File: config.mk
export PLATFORM = sky130hd
export DESIGN_NAME = fetch_decode_seq_flat
export DESIGN_NICKNAME = d
export VERILOG_FILES = /design/src/rtl/fetch_decode_seq_if.sv /design/src/rtl/fetch_decode_seq.sv /design/src/flat_wrapper.sv
export SDC_FILE = /design/constraint.sdc
export NUM_CORES = 1
export LEC_CHECK = 0
export CORE_AREA = 2 2 148 92
export CTS_CLUSTER_DIAMETER = 120
export DETAILED_ROUTE_END_ITERATION = 8
export DIE_AREA = 0 0 150 94
export GPL_ROUTABILITY_DRIVEN = 0
export HOLD_SLACK_MARGIN = 0.12
export PLACE_DENSITY = 0.78
export SLEW_MARGIN = 20
export SYNTH_ARGS = -nofsm -noshare
export SYNTH_HDL_FRONTEND = slang
export SYNTH_SLANG_ARGS = --single-unit
File: constraint.sdc
create_clock -name clk_i -period 2.11 [get_ports clk_i]
set_input_delay 0.211 -clock clk_i [delete_from_list [all_inputs] [get_ports clk_i]]
set_output_delay 0.211 -clock clk_i [all_outputs]
set_load 0.01 [all_outputs]
File: src/rtl/fetch_decode_seq_if.sv
// Memory-read and decoded-output bundle for fetch_decode_seq.
// The master side is the fetch engine; the slave side is the memory plus consumer.
interface fetch_decode_seq_if #(
  parameter int unsigned ADDR_W = 32
);
  logic [ADDR_W-1:0] mem_addr;
  logic              mem_read;
  logic [31:0]       mem_data;
  logic              out_valid;
  logic              out_ready;
  logic [1:0]        out_fmt;
  logic [ADDR_W-1:0] out_addr;
  logic [5:0]        out_op;
  logic [4:0]        out_rs;
  logic [4:0]        out_rt;
  logic [4:0]        out_rd;
  logic [4:0]        out_shamt;
  logic [5:0]        out_funct;
  logic [15:0]       out_imm;
  logic [25:0]       out_target;

  modport master (
    output mem_addr, mem_read,
    input  mem_data,
    output out_valid, out_fmt, out_addr, out_op, out_rs, out_rt, out_rd,
    output out_shamt, out_funct, out_imm, out_target,
    input  out_ready
  );

  modport slave (
    input  mem_addr, mem_read,
    output mem_data,
    input  out_valid, out_fmt, out_addr, out_op, out_rs, out_rt, out_rd,
    input  out_shamt, out_funct, out_imm, out_target,
    output out_ready
  );
endinterface

File: src/rtl/fetch_decode_seq.sv
// Sequential fetch-and-decode engine: walks `count` words from BASE in steps of STRIDE,
// splits each MIPS-style word into R/I/J fields and offers it on a valid/ready port.
module fetch_decode_seq #(
  parameter int unsigned       ADDR_W   = 32,
  parameter logic [ADDR_W-1:0] BASE     = ADDR_W'(128),
  parameter int unsigned       STRIDE   = 4,
  parameter int unsigned       MEM_LAT  = 1,
  parameter int unsigned       CNT_W    = 8,
  parameter bit                JAL_IS_J = 1'b1
) (
  input  logic             clk_i,
  input  logic             reset_i,
  input  logic             start_i,
  input  logic [CNT_W-1:0] count_i,
  output logic             busy_o,
  output logic             done_o,
  fetch_decode_seq_if.master bus
);

  localparam logic [1:0] StIdle  = 2'd0;
  localparam logic [1:0] StIssue = 2'd1;
  localparam logic [1:0] StWait  = 2'd2;
  localparam logic [1:0] StHold  = 2'd3;

  // WAIT lasts MEM_LAT cycles; data is sampled in the one where the counter hits this.
  localparam logic [1:0] LastWait = (MEM_LAT == 0) ? 2'd0 : 2'(MEM_LAT - 1);

  logic [1:0]        state_q, state_d;
  logic [ADDR_W-1:0] pc_q, pc_d;
  logic [ADDR_W-1:0] addr_q, addr_d;
  logic [CNT_W-1:0]  rem_q, rem_d;
  logic [1:0]        wait_q, wait_d;
  logic [31:0]       word_q, word_d;
  logic [1:0]        fmt_q, fmt_d;
  logic              done_q, done_d;
  logic              sample;
  logic              reading;

  // 0 = R, 1 = I, 2 = J; JAL (op 3) joins J only when JAL_IS_J is set.
  function automatic logic [1:0] classify(input logic [5:0] op);
    if (op == 6'd0) return 2'd0;
    if (op == 6'd2 || (JAL_IS_J && op == 6'd3)) return 2'd2;
    return 2'd1;
  endfunction

  // Sequencer: state, pc, remaining-word count and the done pulse.
  always_comb begin
    state_d = state_q;
    pc_d    = pc_q;
    rem_d   = rem_q;
    wait_d  = wait_q;
    done_d  = 1'b0;
    sample  = 1'b0;
    case (state_q)
      StIdle: begin
        if (start_i) begin
          if (count_i == '0) begin
            done_d = 1'b1;
          end else begin
            pc_d    = BASE;
            rem_d   = count_i;
            state_d = StIssue;
          end
        end
      end
      StIssue: begin
        if (MEM_LAT == 0) begin
          sample  = 1'b1;
          state_d = StHold;
        end else begin
          wait_d  = 2'd0;
          state_d = StWait;
        end
      end
      StWait: begin
        if (wait_q == LastWait) begin
          sample  = 1'b1;
          state_d = StHold;
        end else begin
          wait_d = wait_q + 2'd1;
        end
      end
      StHold: begin
        if (bus.out_ready) begin
          pc_d  = pc_q + ADDR_W'(STRIDE);
          rem_d = rem_q - CNT_W'(1);
          if (rem_q == CNT_W'(1)) begin
            done_d  = 1'b1;
            state_d = StIdle;
          end else begin
            state_d = StIssue;
          end
        end
      end
      default: state_d = StIdle;
    endcase
  end

  // Capture path: the fetched word and its address are frozen until the next sample.
  always_comb begin
    word_d = word_q;
    addr_d = addr_q;
    fmt_d  = fmt_q;
    if (sample) begin
      word_d = bus.mem_data;
      addr_d = pc_q;
      fmt_d  = classify(bus.mem_data[31:26]);
    end
  end

  // State registers with synchronous reset; reset aborts a run without a done pulse.
  always_ff @(posedge clk_i) begin
    if (reset_i) begin
      state_q <= StIdle;
      pc_q    <= '0;
      addr_q  <= '0;
      rem_q   <= '0;
      wait_q  <= 2'd0;
      word_q  <= '0;
      fmt_q   <= 2'd0;
      done_q  <= 1'b0;
    end else begin
      state_q <= state_d;
      pc_q    <= pc_d;
      addr_q  <= addr_d;
      rem_q   <= rem_d;
      wait_q  <= wait_d;
      word_q  <= word_d;
      fmt_q   <= fmt_d;
      done_q  <= done_d;
    end
  end

  assign reading = (state_q == StIssue) || (state_q == StWait);

  assign busy_o         = state_q != StIdle;
  assign done_o         = done_q;
  assign bus.mem_read   = reading;
  assign bus.mem_addr   = reading ? pc_q : '0;
  assign bus.out_valid  = state_q == StHold;
  assign bus.out_fmt    = fmt_q;
  assign bus.out_addr   = addr_q;
  assign bus.out_op     = word_q[31:26];
  assign bus.out_rs     = word_q[25:21];
  assign bus.out_rt     = word_q[20:16];
  assign bus.out_rd     = word_q[15:11];
  assign bus.out_shamt  = word_q[10:6];
  assign bus.out_funct  = word_q[5:0];
  assign bus.out_imm    = word_q[15:0];
  assign bus.out_target = word_q[25:0];

endmodule

File: src/flat_wrapper.sv
// flat-port wrapper written by rule: the top's interface ports become plain ports
module fetch_decode_seq_flat 
#(
  parameter int unsigned       ADDR_W   = 32,
  parameter logic [ADDR_W-1:0] BASE     = ADDR_W'(128),
  parameter int unsigned       STRIDE   = 4,
  parameter int unsigned       MEM_LAT  = 1,
  parameter int unsigned       CNT_W    = 8,
  parameter bit                JAL_IS_J = 1'b1
)
  (clk_i, reset_i, start_i, count_i, busy_o, done_o, bus_mem_addr, bus_mem_read, bus_mem_data, bus_out_valid, bus_out_fmt, bus_out_addr, bus_out_op, bus_out_rs, bus_out_rt, bus_out_rd, bus_out_shamt, bus_out_funct, bus_out_imm, bus_out_target, bus_out_ready);
  fetch_decode_seq_if #(.ADDR_W(ADDR_W)) bus_i ();
  input  logic clk_i;
  input  logic reset_i;
  input  logic start_i;
  input  logic [CNT_W-1:0] count_i;
  output logic busy_o;
  output logic done_o;
  output wire logic [$bits(bus_i.mem_addr)-1:0] bus_mem_addr;
  output wire logic [$bits(bus_i.mem_read)-1:0] bus_mem_read;
  input wire logic [$bits(bus_i.mem_data)-1:0] bus_mem_data;
  output wire logic [$bits(bus_i.out_valid)-1:0] bus_out_valid;
  output wire logic [$bits(bus_i.out_fmt)-1:0] bus_out_fmt;
  output wire logic [$bits(bus_i.out_addr)-1:0] bus_out_addr;
  output wire logic [$bits(bus_i.out_op)-1:0] bus_out_op;
  output wire logic [$bits(bus_i.out_rs)-1:0] bus_out_rs;
  output wire logic [$bits(bus_i.out_rt)-1:0] bus_out_rt;
  output wire logic [$bits(bus_i.out_rd)-1:0] bus_out_rd;
  output wire logic [$bits(bus_i.out_shamt)-1:0] bus_out_shamt;
  output wire logic [$bits(bus_i.out_funct)-1:0] bus_out_funct;
  output wire logic [$bits(bus_i.out_imm)-1:0] bus_out_imm;
  output wire logic [$bits(bus_i.out_target)-1:0] bus_out_target;
  input wire logic [$bits(bus_i.out_ready)-1:0] bus_out_ready;
  assign bus_mem_addr = bus_i.mem_addr;
  assign bus_mem_read = bus_i.mem_read;
  assign bus_i.mem_data = bus_mem_data;
  assign bus_out_valid = bus_i.out_valid;
  assign bus_out_fmt = bus_i.out_fmt;
  assign bus_out_addr = bus_i.out_addr;
  assign bus_out_op = bus_i.out_op;
  assign bus_out_rs = bus_i.out_rs;
  assign bus_out_rt = bus_i.out_rt;
  assign bus_out_rd = bus_i.out_rd;
  assign bus_out_shamt = bus_i.out_shamt;
  assign bus_out_funct = bus_i.out_funct;
  assign bus_out_imm = bus_i.out_imm;
  assign bus_out_target = bus_i.out_target;
  assign bus_i.out_ready = bus_out_ready;
  fetch_decode_seq #(.ADDR_W(ADDR_W), .BASE(BASE), .STRIDE(STRIDE), .MEM_LAT(MEM_LAT), .CNT_W(CNT_W), .JAL_IS_J(JAL_IS_J)) u_core (.clk_i(clk_i), .reset_i(reset_i), .start_i(start_i), .count_i(count_i), .busy_o(busy_o), .done_o(done_o), .bus(bus_i));
endmodule
== Word level (Yosys, flattened, before mapping) ==
Cells that the tools add are included.

* Word-level logic and storage cells: 67
* Flip-flop bits (word level): 111

* Reductions and logical operators: 12
* Add/sub/neg operators: 3
* Multiplexer cells: 33
* Equal/unequal tests: 11

{| class="wikitable"
|+ Operators with widths
! cell !! number
|-
| 32-bit two-way mux || 4
|-
| 32-bit one-hot mux with 2 select lines || 1
|-
| 32-bit by 3-bit adder with 32-bit output (second input constant) || 1
|-
| 8-bit two-way mux || 3
|-
| 2-bit two-way mux || 9
|-
| 8-bit one-hot mux with 2 select lines || 1
|-
| 6-bit by 2-bit == test with 1-bit output (second input constant) || 2
|-
| 1-bit two-way mux || 12
|-
| 8-bit by 1-bit == test with 1-bit output (second input constant) || 1
|-
| 8-bit zero test || 1
|-
| 2-bit one-hot mux with 4 select lines || 1
|-
| 4-bit AND reduction || 2
|-
| 8-bit by 1-bit subtractor with 8-bit output (second input constant) || 1
|-
| 6-bit zero test || 1
|-
| 2-bit != test (second input constant) || 3
|-
| 2-bit nonzero test || 3
|-
| 2-bit == test (second input constant) || 2
|-
| 2-bit zero test || 2
|-
| 2-bit by 1-bit != test with 1-bit output (second input constant) || 2
|-
| 2-bit one-hot mux with 2 select lines || 1
|-
| 2-bit by 1-bit adder with 2-bit output (second input constant) || 1
|-
| 2-bit by 1-bit == test with 1-bit output (second input constant) || 1
|-
| 1-bit logical OR || 2
|-
| 1-bit one-hot mux with 2 select lines || 1
|-
| 2-bit AND reduction || 1
|}

== Longest topological paths before layout ==
* Depth after elaboration: 8
* Gate-level depth with buffers: 8
* Mapped depth without buffers: 7

== Worst setup path before layout ==
OpenSTA, ideal clock, no wires.

* Kind: reg-to-reg
* Start point: reg u_core.state_q[0]
* End point: reg u_core.pc_q[31]
* Library setup time: 130 ps
* Period minus slack after synthesis: 2,173 ps
* Buffers on the path: 1
* Cell stages (with the launch flop): 9
* Arrival time: 2,043 ps
* Path slack: -63 ps
* Cell sequence: dfxtp_1 inv_1 ha_1 nor2b_1 a311oi_4 nand4_4 buf_2 o41ai_1 a21oi_1

* Cells in the longest elaborated chain, start to end: 3
* Elaborated cells on any way between the ends: 8

{| class="wikitable"
|+ Ends and longest elaborated chain
! what !! line !! RTL
|-
| from (decl) || fetch_decode_seq.sv:28 || <nowiki>logic [1:0] state_q, state_d;</nowiki>
|-
| from (signal assigned) || fetch_decode_seq.sv:114 || <nowiki>state_q <= StIdle;</nowiki>
|-
| from (signal assigned) || fetch_decode_seq.sv:123 || <nowiki>state_q <= state_d;</nowiki>
|-
| 2-bit == test or 2-bit zero test (tied branches) || fetch_decode_seq.sv:54 || <nowiki>case (state_q)</nowiki>
|-
| 2-bit by 1-bit != test with 1-bit output (no line) (tied with other cells) || - ||
|-
| 4-bit AND reduction (no line) || - ||
|-
| to (signal assigned) || fetch_decode_seq.sv:124 || <nowiki>pc_q <= pc_d;</nowiki>
|-
| to (decl) || fetch_decode_seq.sv:29 || <nowiki>logic [ADDR_W-1:0] pc_q, pc_d;</nowiki>
|}

Parallel ways exist; a longest one is shown, timed or not.
A chain may end at the register's enable or synchronous reset.

== Worst setup path in the final report ==
* Start point: reg u_core.state_q[1]
* End point: reg u_core.pc_q[21]

The elaborated chain is that of the path after synthesis.

==> flow_metrics.env <==
export IMPL_outcome="finished with violations"
export IMPL_violations="negative setup slack"
export IMPL_synth_cell_types=48
export IMPL_fin_cells=990
export IMPL_reg2regPathDepth=8
export IMPL_crit_path_top_delay_cell="or4_4"
export IMPL_yosys_register_bits=107
export IMPL_num_vias=4970
export IMPL_p_comb_frac=0.397
export IMPL_ys_top_cells_by_area="dfxtp_1 (43%), nand2_1 (11%), a21oi_1 (9.1%), buf_4 (6.9%), and2_1 (4.3%)"
export IMPL_clk_latency_ns=0.35
export IMPL_cts_tree="built"
export IMPL_synth_area_leader_cell="dfxtp_1"
export IMPL_place_ws_ns=-0.3694
export IMPL_cp_arrival_ns=2.43
export IMPL_drive_gt1_frac=0.1195
export IMPL_p_int_uw=4272
export IMPL_antenna_found_initial=0
export IMPL_die_x_um=150
export IMPL_r2r_slack_ns=-0.03
export IMPL_p_leak_uw=0.003028
export IMPL_required_ns=2.40
export IMPL_reg2reg_from="u_core.state_q[1]$_SDFFE_PP0P_"
export IMPL_critPathCaptureType="register"
export IMPL_cap_violations=0
export IMPL_areaGrowthSynthToFinish_pct=48.81
export IMPL_grt_max_degree=33
export IMPL_cts_inserted_buffers=9
export IMPL_yosysMostFrequentCell="nand2_1"
export IMPL_period_share=1.015
export IMPL_hold_path_end="u_core.bus.out_addr[27]$_SDFFE_PP0P_"
export IMPL_finalWorstPathRequiredPeriod_ns=2.142
export IMPL_grt_first_pass_wirelength_um=23010
export IMPL_synth_edf_count=0
export IMPL_synth_seq_area_share=0.4254
export IMPL_setup_violations=1
export IMPL_synthArstFlopShare=0
export IMPL_vdd_drop_max_mv=0.4378
export IMPL_wl_per_cell_um=15.26
export IMPL_place_inst=965
export IMPL_first_iter_violations=320
export IMPL_gr_total_overflow=0
export IMPL_hold_start="reset_i"
export IMPL_detail_route_antenna_nets=0
export IMPL_synth_area_sq_um=5035
export IMPL_crit_chain="inv_2 > ha_4 > nor2b_4 > a311oi_4 > buf_6 > nand4_1 > or4_4 > a21oi_2"
export IMPL_setup_ws_ns=-0.03247
export IMPL_crit_fanout=5
export IMPL_die_h_um=94
export IMPL_grt_total_usage=0.2074
export IMPL_clock_skew_ns=0.008198
export IMPL_numPortBuffers=183
export IMPL_critPathKind="reg -> reg"
export IMPL_hold_buffers=0
export IMPL_core_sq_um=12650
export IMPL_synth_top_cell_area_share=0.4254
export IMPL_fmaxAchievable_mhz=466.8
export IMPL_r2r_end="u_core.pc_q[21]$_SDFFE_PP0P_"
export IMPL_drc_errors=0
export IMPL_routed_wl_um=15100
export IMPL_fin_nets=866
export IMPL_drt_pass1_iterations=5
export IMPL_p_sw_uw=2274
export IMPL_n_antenna_cell=0
export IMPL_path_delay_family="simple AND/OR/NAND/NOR gates"
export IMPL_grt_pass1_vias=4379
export IMPL_hold_depth=2
export IMPL_finalSetupTns_ns=-0.03247
export IMPL_power_density_nw_per_um2=873.8
export IMPL_fin_util=0.5922
export IMPL_dieArea_sq_um=14100
export IMPL_crit_buf_inv=2
export IMPL_clk_path_buf_depth=2
export IMPL_vias_per_cell=5.020
export IMPL_syn_area_per_cell_sq_um=7.806
export IMPL_clkPwrFrac=0.243
export IMPL_netlist_instances=645
export IMPL_sw_frac_of_total=0.3474
export IMPL_cpPeakStageDelay_ns=0.58
export IMPL_hp_class="in -> reg"
export IMPL_synthTopCellsByCount="nand2_1 (146), dfxtp_1 (107), a21oi_1 (92), buf_4 (46), and2_1 (35)"
export IMPL_synth_warnings=0
export IMPL_start_kind="register"
export IMPL_grt_setup_unrepaired="true"
export IMPL_dp_hpwl_um=10770
export IMPL_hold_viol_final=0
export IMPL_num_io_pins=188
export IMPL_clkTransAtPathRegs_ns=0.07
export IMPL_ys_flop_type="dfxtp_1"
export IMPL_report_final_slew_viol_count=0
export IMPL_initial_core_util=0.3979
export IMPL_fp_row_count=32
export IMPL_p_seq_frac=0.360
export IMPL_clock_sinks=107
export IMPL_cts_htree_levels=3
export IMPL_clockRootBuffer="clkbuf_16"
==> registers in the layout, summed over array words and instances (netlist names) <==
signal,flops
u_core.word_q,32
u_core.bus.out_addr,30
u_core.pc_q,30
u_core.rem_q,8
u_core.bus.out_fmt,2
u_core.state_q,2
u_core.wait_q,2
u_core.done_o,1
==> through the flow <==
step	total power, uW	cell area (sq um)	hold slack (ns)
finish	6546	7492	0.2239
global route	6921	7492	0.2242
CTS	6426	7312	0.2147
detailed placement	4747	6988	0.4476
global placement	4718	6988	0.4424
floorplan	3725	5086	0.3470
==> how the worst max path moves through the flow <==
stage                                   start                            to  depth (start not counted)
2_1_floorplan  u_core.state_q[1]$_SDFFE_PP0P_  u_core.pc_q[21]$_SDFFE_PP0P_                          7
3_3_place_gp                       count_i[5]  u_core.pc_q[21]$_SDFFE_PP0P_                          7
3_5_place_dp                       count_i[5]  u_core.pc_q[15]$_SDFFE_PP0P_                          8
4_1_cts        u_core.state_q[1]$_SDFFE_PP0P_               bus_mem_addr[4]                          5
5_1_grt        u_core.state_q[1]$_SDFFE_PP0P_  u_core.pc_q[21]$_SDFFE_PP0P_                          9
6_report       u_core.state_q[1]$_SDFFE_PP0P_  u_core.pc_q[21]$_SDFFE_PP0P_                          8
==> layout by cell type (no fill, tap or decap), types with 3 or more instances in the layout <==
cell	count
and2_1	34
and4_1	3
nand2_2	3
ha_1	5
nand2_1	144
buf_4	50
or4_1	7
clkbuf_16	9
clkdlybuf4s50_1	157
buf_6	6
inv_1	11
dfxtp_1	105
xor2_1	10
o21ai_1	15
nor3_1	7
a21oi_1	90
nor2b_1	7
or3_1	10
o21ai_0	3
and3_1	5
o31ai_1	6
dlymetal6s2s_1	23
conb_1	4
nand3_1	12
nor2_1	25
nand4_1	11
==> cells by family after synthesis <==
logic type	share of synthesized area
DFF	0.4254
adders and majority gates	0.01739
other	0.0007448
buffers and inverters	0.1093
muxes	0.004225
and+or+nand+nor	0.2699
xor gates and xnor gates	0.01913
AOI/OAI and AO/OA	0.1538
==> power groups by stage <==
stage               logic (uW)  clock network (uW)  registers (uW)
finish                    2600                1590            2360
global route              2810                1730            2380
detailed placement        2350                   0            2400
global placement          2330                   0            2390
floorplan                 1300                   0            2430
CTS                       2430                1650            2340
==> routing by layer <==
layer  routed length, um  share of wire  global-route usage  up-vias
met3                1414          0.094             0.06359       10
met2                6332           0.42              0.2938      210
met5                   0              0                   0        -
met4                 117         0.0077             0.04481        0
met1                7238           0.48              0.3061     2280
li1                    -              -                   -     2470
==> what timing repair did <==
action / 4_1_cts / 5_1_grt
pin swaps: 2 / 8
endpoints found under the setup margin: 51 / 50
gates cloned: 0 / 1
setup buffers: 4 / 4
resized for setup: 6 / 44
==> final cells by class <==
class / count / area, sq um
Timing Repair Buffer: 241 / 2360
Fill cell: 1128 / 5160
Tap cell: 170 / 212.7
Multi-Input combinational cell: 443 / 2445
Sequential cell: 107 / 2145
Clock buffer: 12 / 256.5
Inverter: 13 / 48.80
Clock inverter: 4 / 25.02
==> worst reg2reg max path, delay by kind of cell, from the launching register on <==
family / cells / cell delay, ns
compound gates: 2 / 0.39
fa+ha+maj: 1 / 0.18
buf+inv: 2 / 0.24
flops: 1 / 0.35
simple gates: 3 / 0.93
No activity file was read; power rests on OpenSTA's default activity.
